[config.mk]
export PLATFORM = sky130hd
export DESIGN_NAME = somador_serial_8bits
export DESIGN_NICKNAME = d
export VERILOG_FILES = /design/src/rtl/somador_serial_8bits.sv
export SDC_FILE = /design/constraint.sdc
export NUM_CORES = 1
export LEC_CHECK = 0
export BUFFER_PORTS_ARGS = -buffer_cell sky130_fd_sc_hd__buf_2
export CAP_MARGIN = 5
export CORE_UTILIZATION = 45
export DETAILED_ROUTE_END_ITERATION = 8
export PLACE_DENSITY_LB_ADDON = 0.1
export SETUP_SLACK_MARGIN = 0.3
export SLEW_MARGIN = 10
export SYNTH_ARGS = -nofsm -noshare
export SYNTH_HDL_FRONTEND = slang
export SYNTH_SLANG_ARGS = --single-unit
[constraint.sdc]
create_clock -name clk -period 3.5 [get_ports clk]
set_clock_uncertainty 0.15 [all_clocks]
set_input_delay 0.175 -clock clk [delete_from_list [all_inputs] [get_ports clk]]
set_output_delay 0.175 -clock clk [all_outputs]
set_load 0.1 [all_outputs]
[src/rtl/somador_serial_8bits.sv]
// Bit-serial adder: one full-adder cell plus a carry flip-flop, LSB first, one bit per clock.
// start/busy/done handshake; s and the flags are registered and only change at the final load.
module somador_serial_8bits #(
  parameter int unsigned LARGURA = 8
) (
  input  logic               clk,
  input  logic               rst,
  input  logic               start,
  input  logic [LARGURA-1:0] a,
  input  logic [LARGURA-1:0] b,
  input  logic               cin,
  output logic               busy,
  output logic               done,
  output logic [LARGURA-1:0] s,
  output logic               cout,
  output logic               ov,
  output logic               neg,
  output logic               zero
);

  localparam int unsigned CW = $clog2(LARGURA) + 1;
  localparam logic [CW-1:0] CntLast = CW'(LARGURA - 1);

  typedef enum logic [1:0] {Idle, Soma, Fim} state_t;

  state_t             state;
  logic [LARGURA-1:0] reg_a;
  logic [LARGURA-1:0] reg_b;
  logic [LARGURA-1:0] sum_sr;
  logic               carry;
  logic [CW-1:0]      cnt;

  logic               bit_s;
  logic               carry_n;
  logic [LARGURA-1:0] sum_full;

  // Single full-adder cell working on the current LSBs.
  always_comb begin
    bit_s    = reg_a[0] ^ reg_b[0] ^ carry;
    carry_n  = (reg_a[0] & reg_b[0]) | (carry & (reg_a[0] ^ reg_b[0]));
    sum_full = {bit_s, sum_sr[LARGURA-1:1]};
  end

  always_ff @(posedge clk or posedge rst) begin
    if (rst) begin
      state  <= Idle;
      reg_a  <= '0;
      reg_b  <= '0;
      sum_sr <= '0;
      carry  <= 1'b0;
      cnt    <= '0;
      busy   <= 1'b0;
      done   <= 1'b0;
      s      <= '0;
      cout   <= 1'b0;
      ov     <= 1'b0;
      neg    <= 1'b0;
      zero   <= 1'b1;
    end else begin
      unique case (state)
        Idle: begin
          if (start) begin
            reg_a <= a;
            reg_b <= b;
            carry <= cin;
            cnt   <= '0;
            busy  <= 1'b1;
            state <= Soma;
          end
        end
        Soma: begin
          reg_a  <= reg_a >> 1;
          reg_b  <= reg_b >> 1;
          sum_sr <= sum_full;
          carry  <= carry_n;
          cnt    <= cnt + 1'b1;
          if (cnt == CntLast) begin
            // carry still holds the carry into the MSB here, carry_n the carry out of it.
            s     <= sum_full;
            cout  <= carry_n;
            ov    <= carry ^ carry_n;
            neg   <= sum_full[LARGURA-1];
            zero  <= (sum_full == '0);
            done  <= 1'b1;
            state <= Fim;
          end
        end
        Fim: begin
          done  <= 1'b0;
          busy  <= 1'b0;
          state <= Idle;
        end
        default: state <= Idle;
      endcase
    end
  end

endmodule

==> results.py, run 1 <==
metrics = {
    "outcome": {
        "status": "finished clean",
    },
    "sta": {
        "timing.slew.headroom_pct": 43.66,
        "worst_pin_slew_ns": 0.8433,
        "final.setup.tns_ns": 0,
        "fmax_ghz": 0.4345,
        "rsz0062_at_grt": "no",
        "finalMaxSlewViolations": 0,
        "hold_viol_final": 0,
        "min_period_over_period_pct": 65.76,
        "fin_crit_ns": 2.302,
        "report.final.setup_viol": 0,
    },
    "hold_path": {
        "hp-start": "a[3]",
        "hp-class": "in -> reg",
    },
    "placement": {
        "post-place-cells": 234,
        "hpwl_mm": 2.343,
        "port_buffers": 33,
        "place.gp.congestion": 0.7210,
    },
    "clock_tree": {
        "clockBufferDepth": 2,
        "clkTransAtPathRegs_ns": 0.08,
        "worstSkewPairLatency_ns": 0.29,
        "tritoncts": "built",
        "clock-root-buffer": "clkbuf_8",
        "cts-buffers-inserted": 5,
        "cts_htree_levels": 2,
        "cts_sinks": 43,
        "post_cts_buffers": 0,
    },
    "cells_and_area": {
        "filler_cell_count": 387,
        "final_layout_size_suffix_gt1_share_pct": 31.79,
        "fin_nets": 216,
        "area_delta_synth_final_pct": 15.26,
        "fin_util_pct": 54.41,
        "instances_no_fill": 245,
        "antenna_cells": 0,
    },
    "die": {
        "rows": 23,
        "die_y_um": 67.01,
        "die_w_um": 67.01,
        "initial_core_util_pct": 47.20,
        "core_area_um2": 4029,
        "die_area_um2": 4490,
        "pin_count": 34,
    },
    "logic_synthesis": {
        "synth_cell_types": 31,
        "syn_nets": 183,
        "synth_cells": 161,
        "yosys_warnings": 0,
        "ys_seq_elements": 43,
        "syn_area_um2": 1902,
        "avgSynthCellArea_um2": 11.81,
        "ys_seq_area_share_pct": 56.64,
    },
    "global_routing": {
        "first_global_vias": 1300,
        "grt-ovfl-total": 0,
        "grt_first_pass_wirelength_mm": 5.871,
        "grt_antenna_before_repair": 0,
        "grt_usage_pct": 17.87,
        "grt_max_degree": 23,
    },
    "route": {
        "first_iter_violations": 99,
        "wl_met3_um": 126,
        "ant_nets": 0,
        "post_drt_wl_per_cell_um": 14.14,
        "drc": 0,
        "top_layer_used": "met4",
        "vias": 1298,
        "met2WireLength_mm": 1.728,
        "wl_met1_mm": 1.549,
        "viasPerCell": 5.298,
        "first_pass_iters": 4,
        "finalWirelength_mm": 3.464,
    },
    "setup_path": {
        "cpMaxStageDelayCell": "dfrtp_1",
        "path_cells": "nand2b_4 > nor3_4 > mux2_2",
        "slowest_delay_ns": 0.78,
        "end_kind": "flop",
        "critPathLaunch": "state[0]$_DFFE_PP0P_",
        "criticalPathCategory": "reg -> reg",
        "cp_max_fo": 21,
        "critPathBufInv": 0,
        "startpoint_type": "flop",
        "rr_startpoint": "state[0]$_DFFE_PP0P_",
        "required_ns": 3.53,
        "critPathArrivalTime_ns": 2.33,
        "crit_family": "simple AND/OR/NAND/NOR gates",
    },
    "flow_run": {
        "drv_cap": 0,
    },
}
[path summary, 6_finish.rpt]
path                                        end  slack (ns)  depth (start not counted)
setup / recovery               s[2]$_DFFE_PP0P_        1.20                          3
hold / removal             reg_a[3]$_DFFE_PP0P_        0.02                          3
setup reg to reg               s[2]$_DFFE_PP0P_        1.20                          3
hold reg to reg                zero$_DFFE_PP1P_        0.32                          2
max in group asynchronous  reg_b[3]$_DFFE_PP0P_        1.99                          4
min in group asynchronous      s[6]$_DFFE_PP0P_        0.41                          3
[worst min-delay path: cells and delay by family]
family	cells	cell delay [ns]
AO/OA/AOI/OAI	2	0.18
buffers and inverters	1	0.08
[synth_stat cells, drive strengths merged]
cell type | instances | share of area (%)
dfrtp | 42 | 55
nand2 | 19 | 3.8
mux2 | 17 | 11
o21ai | 17 | 4.5
buf | 11 | 3.7
and2 | 9 | 3.0
a22oi | 8 | 3.2
a31oi | 8 | 2.6
inv | 4 | 0.79
a21oi | 3 | 0.79
a22o | 3 | 1.4
nor2 | 3 | 0.59
nor2b | 2 | 0.66
nor4 | 2 | 0.66
a2bb2oi | 1 | 0.46
clkbuf | 1 | 0.20
dfstp | 1 | 1.4
fa | 1 | 1.1
ha | 1 | 0.66
mux2i | 1 | 0.53
nand2b | 1 | 0.72
nand3 | 1 | 0.26
nor3 | 1 | 0.86
nor3b | 1 | 0.39
o21bai | 1 | 0.39
o31ai | 1 | 0.39
xor2 | 1 | 0.46
[per-stage QoR]
stage / instance area [µm²] / hold WS (ns) / setup WS [ns]
floorplan: 1902 / 0.1575 / 1.835
global placement: 2071 / 0.2047 / 1.245
detailed placement: 2071 / 0.2126 / 1.195
CTS: 2192 / 0.01143 / 1.177
global route: 2192 / 0.03504 / 1.068
finish: 2192 / 0.01937 / 1.199
[metal layers]
metal | vias up | GRT usage, %
met4 | 0 | 7.181
met2 | 26 | 29.75
met3 | 8 | 5.137
met1 | 636 | 21.42
li1 | 628 | -
met5 | - | 0
[state kept, by name, summed over array words and instances, names as in the netlist, 2 cells and up]
| name | cells |
|---|---|
| reg_a | 8 |
| state | 2 |
| reg_b | 8 |
| sum_sr | 7 |
| s | 8 |
| cnt | 4 |
[cells in the final DEF (no fill, tap or decap), drive strengths merged]
| master | n |
|---|---|
| a22oi | 8 |
| buf | 35 |
| xor2 | 1 |
| nor4 | 2 |
| nor2 | 3 |
| clkinv | 1 |
| o31ai | 1 |
| mux2 | 17 |
| nand2 | 19 |
| a2bb2oi | 1 |
| o21ai | 17 |
| mux2i | 1 |
| fa | 1 |
| nand3 | 1 |
| a22o | 3 |
| nor2b | 2 |
| a31oi | 8 |
| a21oi | 3 |
| dlygate4sd3 | 3 |
| ha | 1 |
| clkbuf | 7 |
| dfstp | 1 |
| dfrtp | 42 |
| and2 | 9 |
| o21bai | 1 |
| nand2b | 1 |
| nor3 | 1 |
| inv | 4 |
| nor3b | 1 |
[layout make-up]
cell class / instances / area (µm²) / share of cell area [%]
Tap cell: 50 / 62.56 / 2.854
Clock inverter: 1 / 5.005 / 0.2283
Inverter: 4 / 15.01 / 0.6849
Multi-Input combinational cell: 102 / 735.7 / 33.56
Timing Repair Buffer: 38 / 210.2 / 9.589
Clock buffer: 7 / 86.33 / 3.938
Sequential cell: 43 / 1077 / 49.14
[kinds of logic after synthesis]
group           count (synthesis)  share of synthesized area (%)
fa+ha+maj                       2                          1.710
buf+inv                        16                          4.671
flops                          43                          56.65
mux                            18                          11.97
simple gates                   39                          10.86
compound gates                 42                          13.68
xor+xnor                        1                         0.4606
[what timing repair did]
action | in CTS | in global routing
hold buffers | 3 | 0
gates resized for setup | 0 | 0
endpoints found under the hold margin | 22 | 0
Power of run 1 is left out: the tool's default activity adds up to more than one toggle a clock period on the data nets, which glitch-free logic cannot reach.
==> run 2: changes to the inputs <==
Clock period 3.5 ns to 2.1 ns, I/O delays scaled along.
==> run 2 against run 1 <==
Net effect: the run now ends with negative hold slack left; sequential share of layout area fell by 4.3 points; count of clock-buffer cells in the layout fell by 1; global-route usage increased by 1.5 points; critical path type unchanged; cell count is 7.3% higher; die area stayed put; wire length is 7.5% higher.
==> results.py, run 2 (synthesis results as in run 1) <==
metrics = {
    "sta": {
        "hold_ws_ns": -0.002289,
        "hold_viol_final": 1,
        "fin_crit_ns": 1.705,
        "report.final.setup_viol": 0,
        "timing.slew.headroom_pct": 64.07,
        "final.setup.tns_ns": 0,
        "rsz0062_at_grt": "yes",
        "fmax_ghz": 0.5864,
        "worst_pin_slew_ns": 0.5389,
        "min_period_over_period_pct": 81.21,
        "finalMaxSlewViolations": 0,
    },
    "setup_path": {
        "end_kind": "flop",
        "required_ns": 2.13,
        "r2r_slack_ns": 0.39,
        "criticalPathCategory": "reg -> reg",
        "critPathArrivalTime_ns": 1.74,
        "cp_max_fo": 13,
        "startpoint_type": "flop",
    },
    "cells_and_area": {
        "fin_nets": 234,
        "filler_cell_count": 364,
        "antenna_cells": 0,
        "final_cell_mix": "dfrtp_1, buf_2, nand2_1",
        "postLayoutCellArea_um2": 2400,
        "area_delta_synth_final_pct": 26.18,
        "multiInputGateArea_um2": 739.5,
        "reg_top3": "reg_a (8), reg_b (8), s (8)",
        "seqCellArea_um2": 1077,
        "layout_commonest_cell": "dfrtp_1",
        "final_layout_size_suffix_gt1_share_pct": 31.92,
    },
    "global_routing": {
        "grt_first_pass_wirelength_mm": 6.320,
        "grt_max_degree": 44,
        "grt_usage_pct": 19.42,
        "first_global_vias": 1376,
        "grt-ovfl-total": 0,
        "grt_antenna_before_repair": 0,
    },
    "clock_tree": {
        "tritoncts": "built",
        "cts_sinks": 43,
        "clkTransAtPathRegs_ns": 0.08,
        "clock-root-buffer": "clkbuf_8",
        "cts-buffers-inserted": 5,
        "cts_htree_levels": 2,
        "worstSkewPairLatency_ns": 0.29,
        "clockBufferDepth": 2,
    },
    "placement": {
        "port_buffers": 33,
        "place.gp.congestion": 0.7761,
        "hpwl_mm": 2.431,
        "placedInstanceArea_um2": 2101,
    },
    "route": {
        "first_iter_violations": 55,
        "finalWirelength_mm": 3.725,
        "vias": 1358,
        "viasPerCell": 5.163,
        "ant_nets": 0,
        "post_drt_wl_per_cell_um": 14.16,
        "first_pass_iters": 4,
        "drc": 0,
    },
    "pwr": {
        "ir_drop_mv": 0.5682,
        "p_per_area_nw_per_um2": 1705,
        "p_leak_nw": 1.114,
    },
    "die": {
        "core_area_um2": 4029,
        "die_w_um": 67.01,
        "rows": 23,
        "die_y_um": 67.01,
        "initial_core_util_pct": 47.20,
        "die_area_um2": 4490,
        "pin_count": 34,
    },
    "hold_path": {
        "hp-class": "in -> reg",
    },
    "outcome": {
        "status": "complete, but fails checks",
        "violations": "negative hold slack",
    },
    "flow_run": {
        "drv_cap": 0,
    },
}
## run 2: cell types whose count changed in the layout (fill, tap and decap cells not counted)
cell           delta
buf_8             +1
clkbuf_1          -1
o21bai_2          +1
o21bai_1          -1
buf_4             +3
dlygate4sd3_1    +14
bufinv_16         +1
## run 2: final timing paths
check / endpoint / cells after the start / start
max: s[0]$_DFFE_PP0P_ / 4 / state[0]$_DFFE_PP0P_
min: reg_b[5]$_DFFE_PP0P_ / 3 / b[5]
max reg2reg: s[0]$_DFFE_PP0P_ / 4 / state[0]$_DFFE_PP0P_
min reg2reg: zero$_DFFE_PP1P_ / 2 / zero$_DFFE_PP1P_
max in group asynchronous: reg_b[2]$_DFFE_PP0P_ / 4 / rst
min in group asynchronous: ov$_DFFE_PP0P_ / 4 / rst
## run 2: metrics by stage
step / worst slack, ns / cells / util (%) / power (W)
floorplan: 0.4796 / 161 / - / 0.003093
global placement: 0.3876 / 238 / 52.14 / 0.003376
detailed placement: 0.3520 / 238 / 52.14 / 0.003431
CTS: 0.3278 / 263 / 59.29 / 0.004117
global route: 0.2774 / 263 / 59.57 / 0.004351
finish: 0.3946 / 263 / 59.57 / 0.004092
## run 2: critical path, stage by stage, from the launching register on
cell and delay, ns:
dfrtp_1 0.57, nand2b_4 0.18, nor3_4 0.16, buf_8 0.19
mux2_2 0.34
## run 2: final cells by class
cell class | count | share of cell area (%)
sequential | 43 | 44.89
multi-input combinational | 102 | 30.81
timing repair buffer | 56 | 16.16
clock buffer | 6 | 3.441
tap | 50 | 2.607
clock inverter | 2 | 1.460
inverter | 4 | 0.6257
## run 2: layer usage
layer / vias up / share of wire [%] / GRT usage, %
met5: - / 0 / 0
met1: 661 / 46 / 24.45
met4: 0 / 0.72 / 5.585
met3: 4 / 3.3 / 5.137
met2: 30 / 50 / 32.38
li1: 663 / - / -
## run 2: where the power goes
group / internal (W) / switching, W / leakage, nW / total, W
Combinational: 0.000634 / 0.00136 / 0.508 / 0.00200
Clock: 0.000385 / 0.000277 / 0.0612 / 0.000662
Sequential: 0.00117 / 0.000260 / 0.545 / 0.00143
Total: 0.00219 / 0.00190 / 1.11 / 0.00409
## run 2: timing repair
item / in CTS / in global routing
hold buffers: 17 / 0
setup buffers: 0 / 0
setup endpoints to repair: 0 / 23
resized for setup: 0 / 3
endpoints found under the hold margin: 58 / 0
(Power assumes the default switching activity.)
==> run 3: changes to the inputs <==
Settings changed: ABC_AREA set to 1.
Clock period 2.1 ns to 1.38 ns, I/O delays scaled along.
==> run 3 against run 2 <==
Net effect: global-route usage up 3.9 points; largest cell class is now non-clock buffers; the flow finishes with violations (negative setup slack); worst setup slack worse by 0.65 ns; flip-flop and latch count unchanged; register-to-register slack worse by 0.65 ns; cell count up 47%; via count up 47%.
==> results.py, run 3 <==
metrics = {
    "logic_synthesis": {
        "synth_cells": 239,
        "synth_top_cells_by_count": "nand2_1, dfrtp_1, inv_1, o21ai_0, nor2_1",
        "synth_top_area_cell": "dfrtp_1",
        "synth_cell_types": 18,
        "ys_seq_elements": 43,
        "ys_seq_area_share_pct": 55.69,
        "synth-main-ff-cell": "dfrtp_1",
        "synth-async-reset-ratio_pct": 100.0,
        "synth_edf_count": 0,
        "avgSynthCellArea_um2": 8.094,
        "yosys_warnings": 0,
        "netlist.area_leader.share_pct": 54.33,
        "syn_area_um2": 1934,
        "yosysMostFrequentCell": "nand2_1",
        "synth_area_leaders": "dfrtp_1, nand2_1, o21ai_0",
        "syn_nets": 261,
    },
    "hold_path": {
        "hp-class": "in -> reg",
        "worstHoldPathCells": 6,
    },
    "clock_tree": {
        "cts-buffers-inserted": 5,
        "cts_sinks": 43,
        "clkTransAtPathRegs_ns": 0.08,
        "worstSkewPairLatency_ns": 0.30,
        "cts_htree_levels": 2,
        "clock-root-buffer": "clkbuf_8",
        "clockBufferDepth": 2,
        "tritoncts": "built",
    },
    "setup_path": {
        "required_ns": 1.46,
        "r2r_slack_ns": -0.26,
        "timing.rr.end": "zero$_DFFE_PP1P_",
        "rr_startpoint": "reg_a[0]$_DFFE_PP0P_",
        "startpoint_type": "flop",
        "cp_max_fo": 2,
        "reg2reg_depth": 6,
        "criticalPathCategory": "reg -> reg",
        "end_kind": "flop",
        "critPathArrivalTime_ns": 1.72,
        "critPathLaunch": "reg_a[0]$_DFFE_PP0P_",
        "setup.worst_path.end": "zero$_DFFE_PP1P_",
    },
    "placement": {
        "port_buffers": 33,
        "place.gp.congestion": 0.7507,
        "dp_slack_ns": -0.03634,
        "hpwl_mm": 2.586,
    },
    "global_routing": {
        "grt-ovfl-total": 0,
        "grt_antenna_before_repair": 0,
        "grt_usage_pct": 23.34,
        "grt_first_pass_wirelength_mm": 7.659,
        "first_global_vias": 1678,
        "grt_max_degree": 20,
    },
    "sta": {
        "report.final.setup_viol": 28,
        "rsz0062_at_grt": "yes",
        "worst_pin_slew_ns": 0.4641,
        "finalMaxSlewViolations": 0,
        "fin_crit_ns": 1.639,
        "hold_viol_final": 0,
        "min_period_over_period_pct": 118.8,
        "timing.slew.headroom_pct": 69.00,
        "fmax_ghz": 0.6100,
        "timing.final.ws_setup_ns": -0.2594,
    },
    "cells_and_area": {
        "multiInputGateArea_um2": 1100,
        "fin_util_pct": 88.90,
        "antenna_cells": 0,
        "layout_commonest_cell": "nand2_1",
        "final_cell_mix": "nand2_1, nand2_2, dfrtp_1",
        "seqCellArea_um2": 1095,
        "filler_cell_count": 179,
        "final_layout_size_suffix_gt1_share_pct": 54.46,
        "fin_nets": 357,
        "area_delta_synth_final_pct": 86.48,
        "reg_top3": "reg_a (8), reg_b (8), s (8)",
    },
    "pwr": {
        "ir_drop_mv": 1.097,
        "clkPwrFrac_pct": 8.2,
        "p_seq_share_pct": 25.9,
        "p_leak_nw": 1.807,
        "combinationalPowerShare_pct": 65.9,
        "switchingPower_w": 0.004488,
        "p_int_w": 0.005002,
        "p_per_area_nw_per_um2": 2631,
        "switching_share_pct": 47.29,
    },
    "flow_run": {
        "drv_cap": 0,
    },
    "route": {
        "ant_nets": 0,
        "viasPerCell": 5.187,
        "vias": 2002,
        "first_iter_violations": 116,
        "post_drt_wl_per_cell_um": 17.26,
        "first_pass_iters": 4,
        "drc": 0,
        "finalWirelength_mm": 6.663,
    },
    "outcome": {
        "status": "complete, but fails checks",
        "violations": "negative setup slack",
    },
    "die": {
        "pin_count": 34,
        "initial_core_util_pct": 47.67,
        "rows": 23,
        "core_area_um2": 4058,
        "die_y_um": 67.57,
        "die_area_um2": 4565,
        "die_w_um": 67.57,
    },
}
==> run 3: how the worst min path moves through the flow <==
stage / slack, ns / startpoint / endpoint
finish: 0.18 / start / reg_a[2]$_DFFE_PP0P_
global route: 0.19 / start / reg_b[7]$_DFFE_PP0P_
CTS: 0.10 / start / reg_b[6]$_DFFE_PP0P_
detailed placement: -0.04 / rst / s[0]$_DFFE_PP0P_
floorplan: -0.08 / rst / carry$_DFFE_PP0P_
global placement: -0.05 / rst / sum_sr[4]$_DFFE_PP0P_
==> run 3: metal layers <==
metal	GRT usage (%)	share of wire [%]	vias up
li1	-	-	930
met1	30.17	39	993
met2	38.61	56	61
met3	4.054	3.3	18
met4	8.777	2.1	0
met5	0	0	-
==> run 3: worst max-delay path, stage by stage, from the launching register on <==
cell and delay [ns]:
dfrtp_1 0.41, fa_2 0.49, nor2_1 0.16, nand2_1 0.10, nor2_1 0.12, nand2_1 0.06, nand2_1 0.08
==> run 3: cell type report <==
| class | instances | share of cell area, % |
|---|---|---|
| Timing Repair Buffer | 99 | 33.30 |
| Multi-Input combinational cell | 172 | 30.49 |
| Sequential cell | 43 | 30.35 |
| Clock buffer | 8 | 2.220 |
| Inverter | 14 | 1.908 |
| Tap cell | 50 | 1.734 |
==> run 3: timing repair <==
item	CTS	global route
setup buffers	11	10
pin swaps	8	23
endpoints found under the setup margin	56	57
endpoints found under the hold margin	62	0
gates resized for setup	94	84
cloned	6	4
hold buffers	19	0
==> run 3: power by group through the flow <==
stage | sequential, W | combinational (W) | clock [W]
final | 0.00246 | 0.00625 | 0.000782
after global routing | 0.00250 | 0.00658 | 0.000852
after detailed placement | 0.00221 | 0.00359 | 0
after CTS | 0.00226 | 0.00483 | 0.000797
after floorplan | 0.00332 | 0.00169 | 0
after global placement | 0.00220 | 0.00355 | 0
==> run 3: stage by stage <==
step	total power [W]	cells	setup TNS (ns)	hold slack, ns	instance area, µm²
floorplan	0.005015	239	0	-0.08394	2039
global placement	0.005750	328	-0.009239	-0.04693	2350
detailed placement	0.005798	328	-0.03634	-0.04431	2350
CTS	0.007887	372	-0.2400	0.1035	3122
global route	0.009933	386	-2.822	0.1941	3607
finish	0.009489	386	-1.422	0.1790	3607
==> run 3: logic make-up after synthesis <==
logic type	count (synthesis)	synth area share, %
fa+ha+maj	2	1.682
flops	43	55.69
buf+inv	24	5.692
compound gates	24	7.568
simple gates	145	28.91
xor+xnor	1	0.4529
